### config.mk
export PLATFORM = sky130hd
export DESIGN_NAME = amoa_8x8_err_meter
export DESIGN_NICKNAME = d
export VERILOG_FILES = /design/src/rtl/amoa_8x8_err_meter.sv
export SDC_FILE = /design/constraint.sdc
export NUM_CORES = 1
export LEC_CHECK = 0
export BUFFER_PORTS_ARGS = -buffer_cell sky130_fd_sc_hd__buf_2
export CORE_MARGIN = 4
export CORE_UTILIZATION = 60
export DETAILED_ROUTE_END_ITERATION = 10
export GPL_TIMING_DRIVEN = 0
export PLACE_DENSITY_LB_ADDON = 0.08
export SLEW_MARGIN = 10
export SYNTH_ARGS = -nofsm -noshare
export SYNTH_HDL_FRONTEND = slang
export SYNTH_SLANG_ARGS = --single-unit
### constraint.sdc
create_clock -name clk -period 9.5 [get_ports clk]
set_clock_uncertainty 0.05 [all_clocks]
set_input_delay 1.9 -clock clk [delete_from_list [all_inputs] [get_ports clk]]
set_output_delay 1.9 -clock clk [all_outputs]
set_load 0.05 [all_outputs]
### src/rtl/amoa_8x8_err_meter.sv
// Operand source and error meter for the 8x8-bit approximate multi-operand adder.
// Drives operand sets, tracks the exact sum and accumulates |ED| statistics.
module amoa_8x8_err_meter #(
  parameter int DUT_LAT = 1,
  parameter int CNT_W   = 16,
  parameter int ACC_W   = 32
) (
  input  logic             clk,
  input  logic             rst_n,
  input  logic             start,
  input  logic [CNT_W-1:0] num_samples,
  input  logic             const_mode,
  input  logic [7:0]       const_val,
  input  logic [63:0]      seed,
  output logic [7:0]       x0,
  output logic [7:0]       x1,
  output logic [7:0]       x2,
  output logic [7:0]       x3,
  output logic [7:0]       x4,
  output logic [7:0]       x5,
  output logic [7:0]       x6,
  output logic [7:0]       x7,
  input  logic [10:0]      summ,
  output logic             busy,
  output logic             done,
  output logic [CNT_W-1:0] err_cnt,
  output logic [ACC_W-1:0] ed_sum,
  output logic [10:0]      ed_max
);

  typedef enum logic [1:0] {IDLE, RUN, DRAIN, FIN} state_t;

  localparam int SW = ((ACC_W > 11) ? ACC_W : 11) + 1;
  localparam logic [SW-1:0] ACC_MAX = SW'({ACC_W{1'b1}});

  state_t           state_q, state_d;
  logic [CNT_W-1:0] num_q, num_d;
  logic [CNT_W-1:0] issue_q, issue_d;
  logic [CNT_W-1:0] recv_q, recv_d;
  logic [CNT_W-1:0] err_q, err_d;
  logic             mode_q, mode_d;
  logic [7:0]       cval_q, cval_d;
  logic [63:0]      lfsr_q, lfsr_d;
  logic [63:0]      x_q, x_d;
  logic             pres_q, pres_d;
  logic [ACC_W-1:0] sum_q, sum_d;
  logic [10:0]      max_q, max_d;

  logic             vld_q [DUT_LAT];
  logic [10:0]      ex_q  [DUT_LAT];

  logic [63:0]      seed_eff;
  logic [63:0]      start_ops;
  logic [10:0]      x_sum;
  logic             cmp_vld;
  logic [10:0]      cmp_ex;
  logic [10:0]      ed;
  logic [SW-1:0]    acc_ext;
  logic [ACC_W-1:0] acc_sat;

  function automatic logic [63:0] lfsr_step(input logic [63:0] l);
    return {l[62:0], l[63] ^ l[62] ^ l[60] ^ l[59]};
  endfunction

  assign seed_eff  = (seed == 64'd0) ? 64'h1 : seed;
  assign start_ops = const_mode ? {8{const_val}} : seed_eff;

  always_comb begin
    x_sum = '0;
    for (int i = 0; i < 8; i++) x_sum = x_sum + 11'(x_q[8*i +: 8]);
  end

  // Exact sum travels beside the adder so it lines up with summ.
  always_ff @(posedge clk or negedge rst_n) begin
    if (!rst_n) begin
      for (int i = 0; i < DUT_LAT; i++) begin
        vld_q[i] <= 1'b0;
        ex_q[i]  <= '0;
      end
    end else begin
      vld_q[0] <= pres_q;
      ex_q[0]  <= x_sum;
      for (int i = 1; i < DUT_LAT; i++) begin
        vld_q[i] <= vld_q[i-1];
        ex_q[i]  <= ex_q[i-1];
      end
    end
  end

  assign cmp_vld = vld_q[DUT_LAT-1];
  assign cmp_ex  = ex_q[DUT_LAT-1];
  assign ed      = (summ >= cmp_ex) ? (summ - cmp_ex) : (cmp_ex - summ);
  assign acc_ext = SW'(sum_q) + SW'(ed);
  assign acc_sat = (acc_ext > ACC_MAX) ? '1 : acc_ext[ACC_W-1:0];

  always_comb begin
    state_d = state_q;
    num_d   = num_q;
    issue_d = issue_q;
    recv_d  = recv_q;
    err_d   = err_q;
    mode_d  = mode_q;
    cval_d  = cval_q;
    lfsr_d  = lfsr_q;
    x_d     = '0;
    pres_d  = 1'b0;
    sum_d   = sum_q;
    max_d   = max_q;
    if (cmp_vld) begin
      recv_d = recv_q + 1'b1;
      err_d  = err_q + CNT_W'(ed != 11'd0);
      sum_d  = acc_sat;
      max_d  = (ed > max_q) ? ed : max_q;
    end
    case (state_q)
      IDLE: if (start) begin
        num_d   = num_samples;
        mode_d  = const_mode;
        cval_d  = const_val;
        recv_d  = '0;
        err_d   = '0;
        sum_d   = '0;
        max_d   = '0;
        issue_d = '0;
        lfsr_d  = seed_eff;
        if (num_samples == '0) begin
          state_d = DRAIN;
        end else begin
          x_d     = start_ops;
          pres_d  = 1'b1;
          issue_d = CNT_W'(1);
          if (!const_mode) lfsr_d = lfsr_step(seed_eff);
          state_d = RUN;
        end
      end
      RUN: begin
        if (issue_q == num_q) begin
          state_d = DRAIN;
        end else begin
          x_d     = mode_q ? {8{cval_q}} : lfsr_q;
          pres_d  = 1'b1;
          issue_d = issue_q + 1'b1;
          if (!mode_q) lfsr_d = lfsr_step(lfsr_q);
        end
      end
      DRAIN: if (recv_d == num_q) state_d = FIN;
      FIN: state_d = IDLE;
      default: state_d = IDLE;
    endcase
  end

  always_ff @(posedge clk or negedge rst_n) begin
    if (!rst_n) begin
      state_q <= IDLE;
      num_q   <= '0;
      issue_q <= '0;
      recv_q  <= '0;
      err_q   <= '0;
      mode_q  <= 1'b0;
      cval_q  <= '0;
      lfsr_q  <= 64'h1;
      x_q     <= '0;
      pres_q  <= 1'b0;
      sum_q   <= '0;
      max_q   <= '0;
    end else begin
      state_q <= state_d;
      num_q   <= num_d;
      issue_q <= issue_d;
      recv_q  <= recv_d;
      err_q   <= err_d;
      mode_q  <= mode_d;
      cval_q  <= cval_d;
      lfsr_q  <= lfsr_d;
      x_q     <= x_d;
      pres_q  <= pres_d;
      sum_q   <= sum_d;
      max_q   <= max_d;
    end
  end

  assign {x7, x6, x5, x4, x3, x2, x1, x0} = x_q;
  assign busy    = (state_q == RUN) || (state_q == DRAIN);
  assign done    = (state_q == FIN);
  assign err_cnt = err_q;
  assign ed_sum  = sum_q;
  assign ed_max  = max_q;

endmodule

Word-level counts from Yosys, hierarchy flattened --
Index checks and enable logic that the tools add are counted. W data, S select, Z words.
Word-level totals: flip-flop bits (word level) 259, input bits 103
Operators by class: bitwise operators 6, multiplexer cells 41, add/subtract/negate cells 13, equality and inequality tests 10, reduce and logical (&&, ||, !) cells 10, $lt $le $gt $ge 3
Operator list (number):
- $mux W64 | 11
- $pmux W64 S2 | 2
- $mux W16 | 8
- $mux W32 | 4
- $logic_not A64 Y1 | 1
- $mux W11 | 5
- $add A11 B8 Y11 | 4
- $add A32 B11 Y33 | 1
- $gt A33 B32 Y1 const B | 1
- $add A16 B1 Y16 const B | 2
- $eq A16 B16 Y1 | 2
- $pmux W16 S2 | 1
- $sub A11 B11 Y11 | 2
- $add A16 B1 Y16 | 1
- $logic_not A16 Y1 | 1
- $add A10 B8 Y11 | 1
- $ge A11 B11 Y1 | 1
- $gt A11 B11 Y1 | 1
- $reduce_bool A11 Y1 | 1
- $add A9 B8 Y10 | 1
- $ne A2 B2 Y1 const B | 5
- $add A8 B8 Y9 | 1
- $mux W2 | 4
- $pmux W2 S4 | 1
- 11 further kinds | 21

Logic depth before layout (Yosys ltp) --
word-level depth 9, gate-level depth with buffers 21, depth with buffers taken out 20

Least setup slack after synthesis --
Ideal clock, no wire load.
path kind input to register, from in summ[2], to reg sum_q[25], in the netlist ed_sum[25], setup time 0.119 ns, slack 3.493 ns, buffers on the path 4, data required time 9.331 ns, cell stages on the path 21, arrival 5.837 ns, path through inv_1 -> ha_1 -> buf_2 -> nand3_1 -> o21bai_1 -> a211o_1 -> a41oi_4 -> buf_6 -> mux2_1 -> a21oi_1 -> xnor2_1 -> ha_1 -> a211o_1 -> a21oi_1 -> nor3_1 -> or2_2 -> clkbuf_1 -> and2_0 -> clkbuf_1 -> o21a_1 -> o21a_1
Between the ends: cells in the longest elaborated chain, start to end 8, elaborated cells between the ends (all ways) 10, those cells by class add/sub: 3; order compare: 2; mux: 5
RTL lines:
- start: declaration | line 23 | input logic [10:0] summ,
- $sub A11 B11 Y11 or $ge A11 B11 Y1 (tied branches) | line 92 | assign ed = (summ >= cmp_ex) ? (summ - cmp_ex) : (cmp_ex - summ);
- $mux W11 * | line 92
- $add A32 B11 Y33 * | line 93 | assign acc_ext = SW'(sum_q) + SW'(ed);
- $gt A33 B32 Y1 | line 94 | assign acc_sat = (acc_ext > ACC_MAX) ? '1 : acc_ext[ACC_W-1:0];
- $mux W32 * | line 94
- $mux W32 * | line 109 | if (cmp_vld) begin
- $mux W32 | line 116 | IDLE: if (start) begin
- $mux W32 * | line 115 | case (state_q)
- via sum_d[25] | line 46 | logic [ACC_W-1:0] sum_q, sum_d;
- end signal: assignment | line 177 | sum_q <= sum_d;
- end: declaration | line 46
The timed path passes the listed nets; every way through them passes the cells marked *. A chain may end at the register's enable or synchronous reset.

Worst setup path after layout --
from in summ[2], to reg sum_q[11], in the netlist ed_sum[11]
The elaborated chain is that of the path after synthesis.

==> run_results.csv <==
group,metric,value,unit
run_status,status,"finished, final reports clean",
setup_path,crit_type,"in -> reg",
sta,rsz0062_at_grt,"no",
synth,synthTopCellsByArea,"dfrtp_1 40%, a21oi_1 7.9%, fa_1 6.3%",
synth,synth_most_common_cell,"dfrtp_1",
placement,dp.cells,2353,
global_routing,antenna_found_initial,0,
sta,hold_viol_final,0,
global_routing,grt_usage,0.364,
power,total_power,0.00354,W
global_routing,grt_max_degree,103,
setup_path,crit_required,9900,ps
sta,post-route-min-period,6570,ps
power,powerDensity,189,mW/mm²
synth,yosysTopAreaCellShare,0.404,
sta,worst_slew_pin_slew,1380,ps
setup_path,crit_fanout,10,
floorplanning,core,0.0261,mm²
synth,avgSynthCellArea,8.94,µm²
setup_path,rr_startpoint,"cmp_ex[2]",
sta,setup_violations,0,
synth,ys_ff_latch,259,
floorplanning,fp.dieArea,0.0293,mm²
synth,syn-cell-area,0.0160,mm²
cells_and_area,fin_nets,2265,
clock_tree,insertion_delay,560,ps
routing,drt_wl_total,54400,µm
setup_path,critical_path_buf_inv_count,5,
power,p_leak,9.24,nW
synth,synth-edff-count,0,
clock_tree,cts_hold_buf,0,
routing,wl_per_cell,22.6,µm
power,irDropWorstVdd,147,µV
floorplanning,rows,59,
hold_path,holdCritPathClass,"reg -> reg",
cells_and_area,area.growth.synth_to_final,17.1,%
placement,hpwl,41400,µm
routing,highest_layer,"met4",
setup_path,cpPeakStageDelay,490,ps
clock_tree,cts_tree,"done",
clock_tree,cts_resized,0,
setup_path,path_cells,"buf_2 -> inv_1 -> ha_1 -> buf_2 -> nand3_1 -> o21bai_1 -> a211o_1 -> a41oi_4 -> buf_6 -> mux2i_1 -> xnor2_1 -> ha_1 -> a21o_1 -> a21oi_1 -> o21ai_0 -> a21oi_1 -> o211ai_1 -> nand2_1 -> clkbuf_1 -> nand4_1 -> and3_1",
synth,ys_warn_count,0,
synth,seq_area_frac_synth,0.405,
routing,ant_nets,0,
sta,final_max_slew_viol_count,0,
clock_tree,root_buffer,"clkbuf_16",
routing,drt_iter0_drc,1754,
power,switching_power,0.00123,W
sta,post-route-period-util,0.692,
clock_tree,numCtsBuffers,30,
sta,max_slew_margin,0.0676,
placement,gp_congestion,1.03,
cells_and_area,fin_util,0.717,
power,pwr-share-clk,0.361,
floorplanning,die_h,171,µm
synth,synth.distinct_cells,60,
hold_path,min_delay_path_depth,0,
setup_path,end_kind,"flip-flop",
setup_path,cp.arrival,6970,ps
setup_path,ff2ff_setup_slack,4010,ps
clock_tree,cts.clk_slew.worst_paths,60,ps
sta,max_freq,152,MHz
clock_tree,cts_max_level,1,
setup_path,startpoint,"summ[2]",
setup_path,r2r_cells,19,
synth,syn_nets,2004,
routing,drc,0,
floorplanning,die_w,171,µm
global_routing,grt_pass1_vias,14587,
routing,wl_met1,22000,µm
clock_tree,cts_buffer_depth,3,
synth,synth_top_area_cell,"dfrtp_1",
global_routing,grt_pass1_wl,83200,µm
routing,avgViaCountPerCell,6.25,
synth,synthFlopType,"dfrtp_1",
clock_tree,cts.sinks,259,
power,swShare,0.348,
sta,setup-tns-final,0,ps
synth,synth_common_cells,"258 x dfrtp_1, 254 x a21oi_1, 189 x nand2_1, 141 x nor2_1, 110 x o21ai_0",
routing,vias,15060,
setup_path,crit_family,"compound AO/OA/AOI/OAI gates",
routing,dr_wl_met3,6260,µm
setup_path,cp.depth,21,
placement,place.port_buffers,227,
power,pwr-share-comb,0.279,
routing,wl_met2,24200,µm
floorplanning,start_util,0.612,
clock_tree,post_cts_buffers,0,
setup_path,cp-start-kind,"primary input",
setup_path,crit_path_top_delay_cell,"clkbuf_1",
setup_path,r2r-end,"ed_sum[11]",
setup_path,endpoint,"ed_sum[11]",
routing,dr.pass1.iters,6,
run,cap_violations,0,
synth,async_flop_share,1.00,
floorplanning,pin_count,228,
cells_and_area,fin_cells,2408,
synth,synthCells,1789,
global_routing,gr-total-overflow,0,
power,p_int,0.00231,W
cells_and_area,drive_gt1_frac,0.145,
power,pwr-share-seq,0.360,
==> cell type report <==
type / instances / area [µm²]
buffer: 113 / 434
antenna: 2 / 5.00
tap: 335 / 419
timing repair buffer: 229 / 1200
fill: 2024 / 7400
clock buffer: 41 / 872
sequential: 259 / 6480
clock inverter: 12 / 233
multi-input combinational: 1308 / 8670
inverter: 109 / 409
==> power groups by stage <==
stage / clock, W / combinational, W / sequential, W
after global routing: 0.00133 / 0.00106 / 0.00128
after CTS: 0.00128 / 0.000973 / 0.00127
final: 0.00128 / 0.000986 / 0.00128
after detailed placement: 0 / 0.000962 / 0.00129
after floorplan: 0 / 0.000445 / 0.00154
after global placement: 0 / 0.000936 / 0.00129
==> kinds of logic after synthesis <==
logic type | Yosys count | share of synthesized area
compound gates | 517 | 0.183
simple gates | 503 | 0.144
flops | 259 | 0.405
buf+inv | 222 | 0.0527
fa+ha+maj | 112 | 0.111
xor+xnor | 90 | 0.0493
mux | 86 | 0.0553
==> cells in the final DEF (no fill, tap or decap), types with 18 or more instances in the layout <==
cell       instances
ha_1              62
buf_2            228
o21ai_0          110
and3_1            18
nand2_1          189
mux2i_1           76
xor2_1            48
dfrtp_1          258
nand4_1           19
xnor2_1           42
nor4_1            30
fa_1              50
o22ai_1           67
and2_1            21
buf_1             32
inv_1            108
clkbuf_1          81
nand3_1           24
nor3_1            19
nor2_1           141
clkbuf_16         30
a21oi_1          254
==> worst register-to-register path: stages (launching register included) <==
cell and delay, ps:
dfrtp_1 390, ha_1 270, buf_2 180, nand3_1 130, o21bai_1 200, a211o_1 320
a41oi_4 280, buf_6 220, mux2i_1 100, xnor2_1 480, ha_1 380, a21o_1 180
a21oi_1 290, o21ai_0 130, a21oi_1 310, o211ai_1 340, nand2_1 270, clkbuf_1 490
nand4_1 150, and3_1 200
==> metrics by stage <==
stage	setup WS (ps)	hold WS [ps]	instance area, µm²
2_1_floorplan	3490	281	16000
3_3_place_gp	1880	284	17600
3_5_place_dp	2540	291	17600
4_1_cts	3070	305	18700
5_1_grt	2710	310	18700
6_report	2930	300	18700
==> per-layer routing <==
metal / up-vias / track usage
met5: - / 0
met4: 0 / 0.109
met3: 167 / 0.0899
met2: 913 / 0.564
met1: 7223 / 0.515
li1: 6757 / -
==> worst min path at each step <==
stage,end,start,slack [ps]
floorplan,cmp_vld,pres_q,280
global placement,cmp_vld,pres_q,280
detailed placement,cmp_vld,pres_q,290
CTS,cmp_vld,pres_q,300
global route,cmp_vld,pres_q,310
finish,cmp_vld,pres_q,300
==> sequential cells by signal, indices dropped and copies added (netlist names), 2 cells and up <==
| register | count |
|---|---|
| cmp_ex | 11 |
| cval_q | 8 |
| ed_max | 11 |
| ed_sum | 32 |
| err_cnt | 16 |
| issue_q | 16 |
| lfsr_q | 64 |
| num_q | 16 |
| recv_q | 16 |
| state_q | 2 |
| x_q | 64 |
Power figures use the tool's default switching activity.
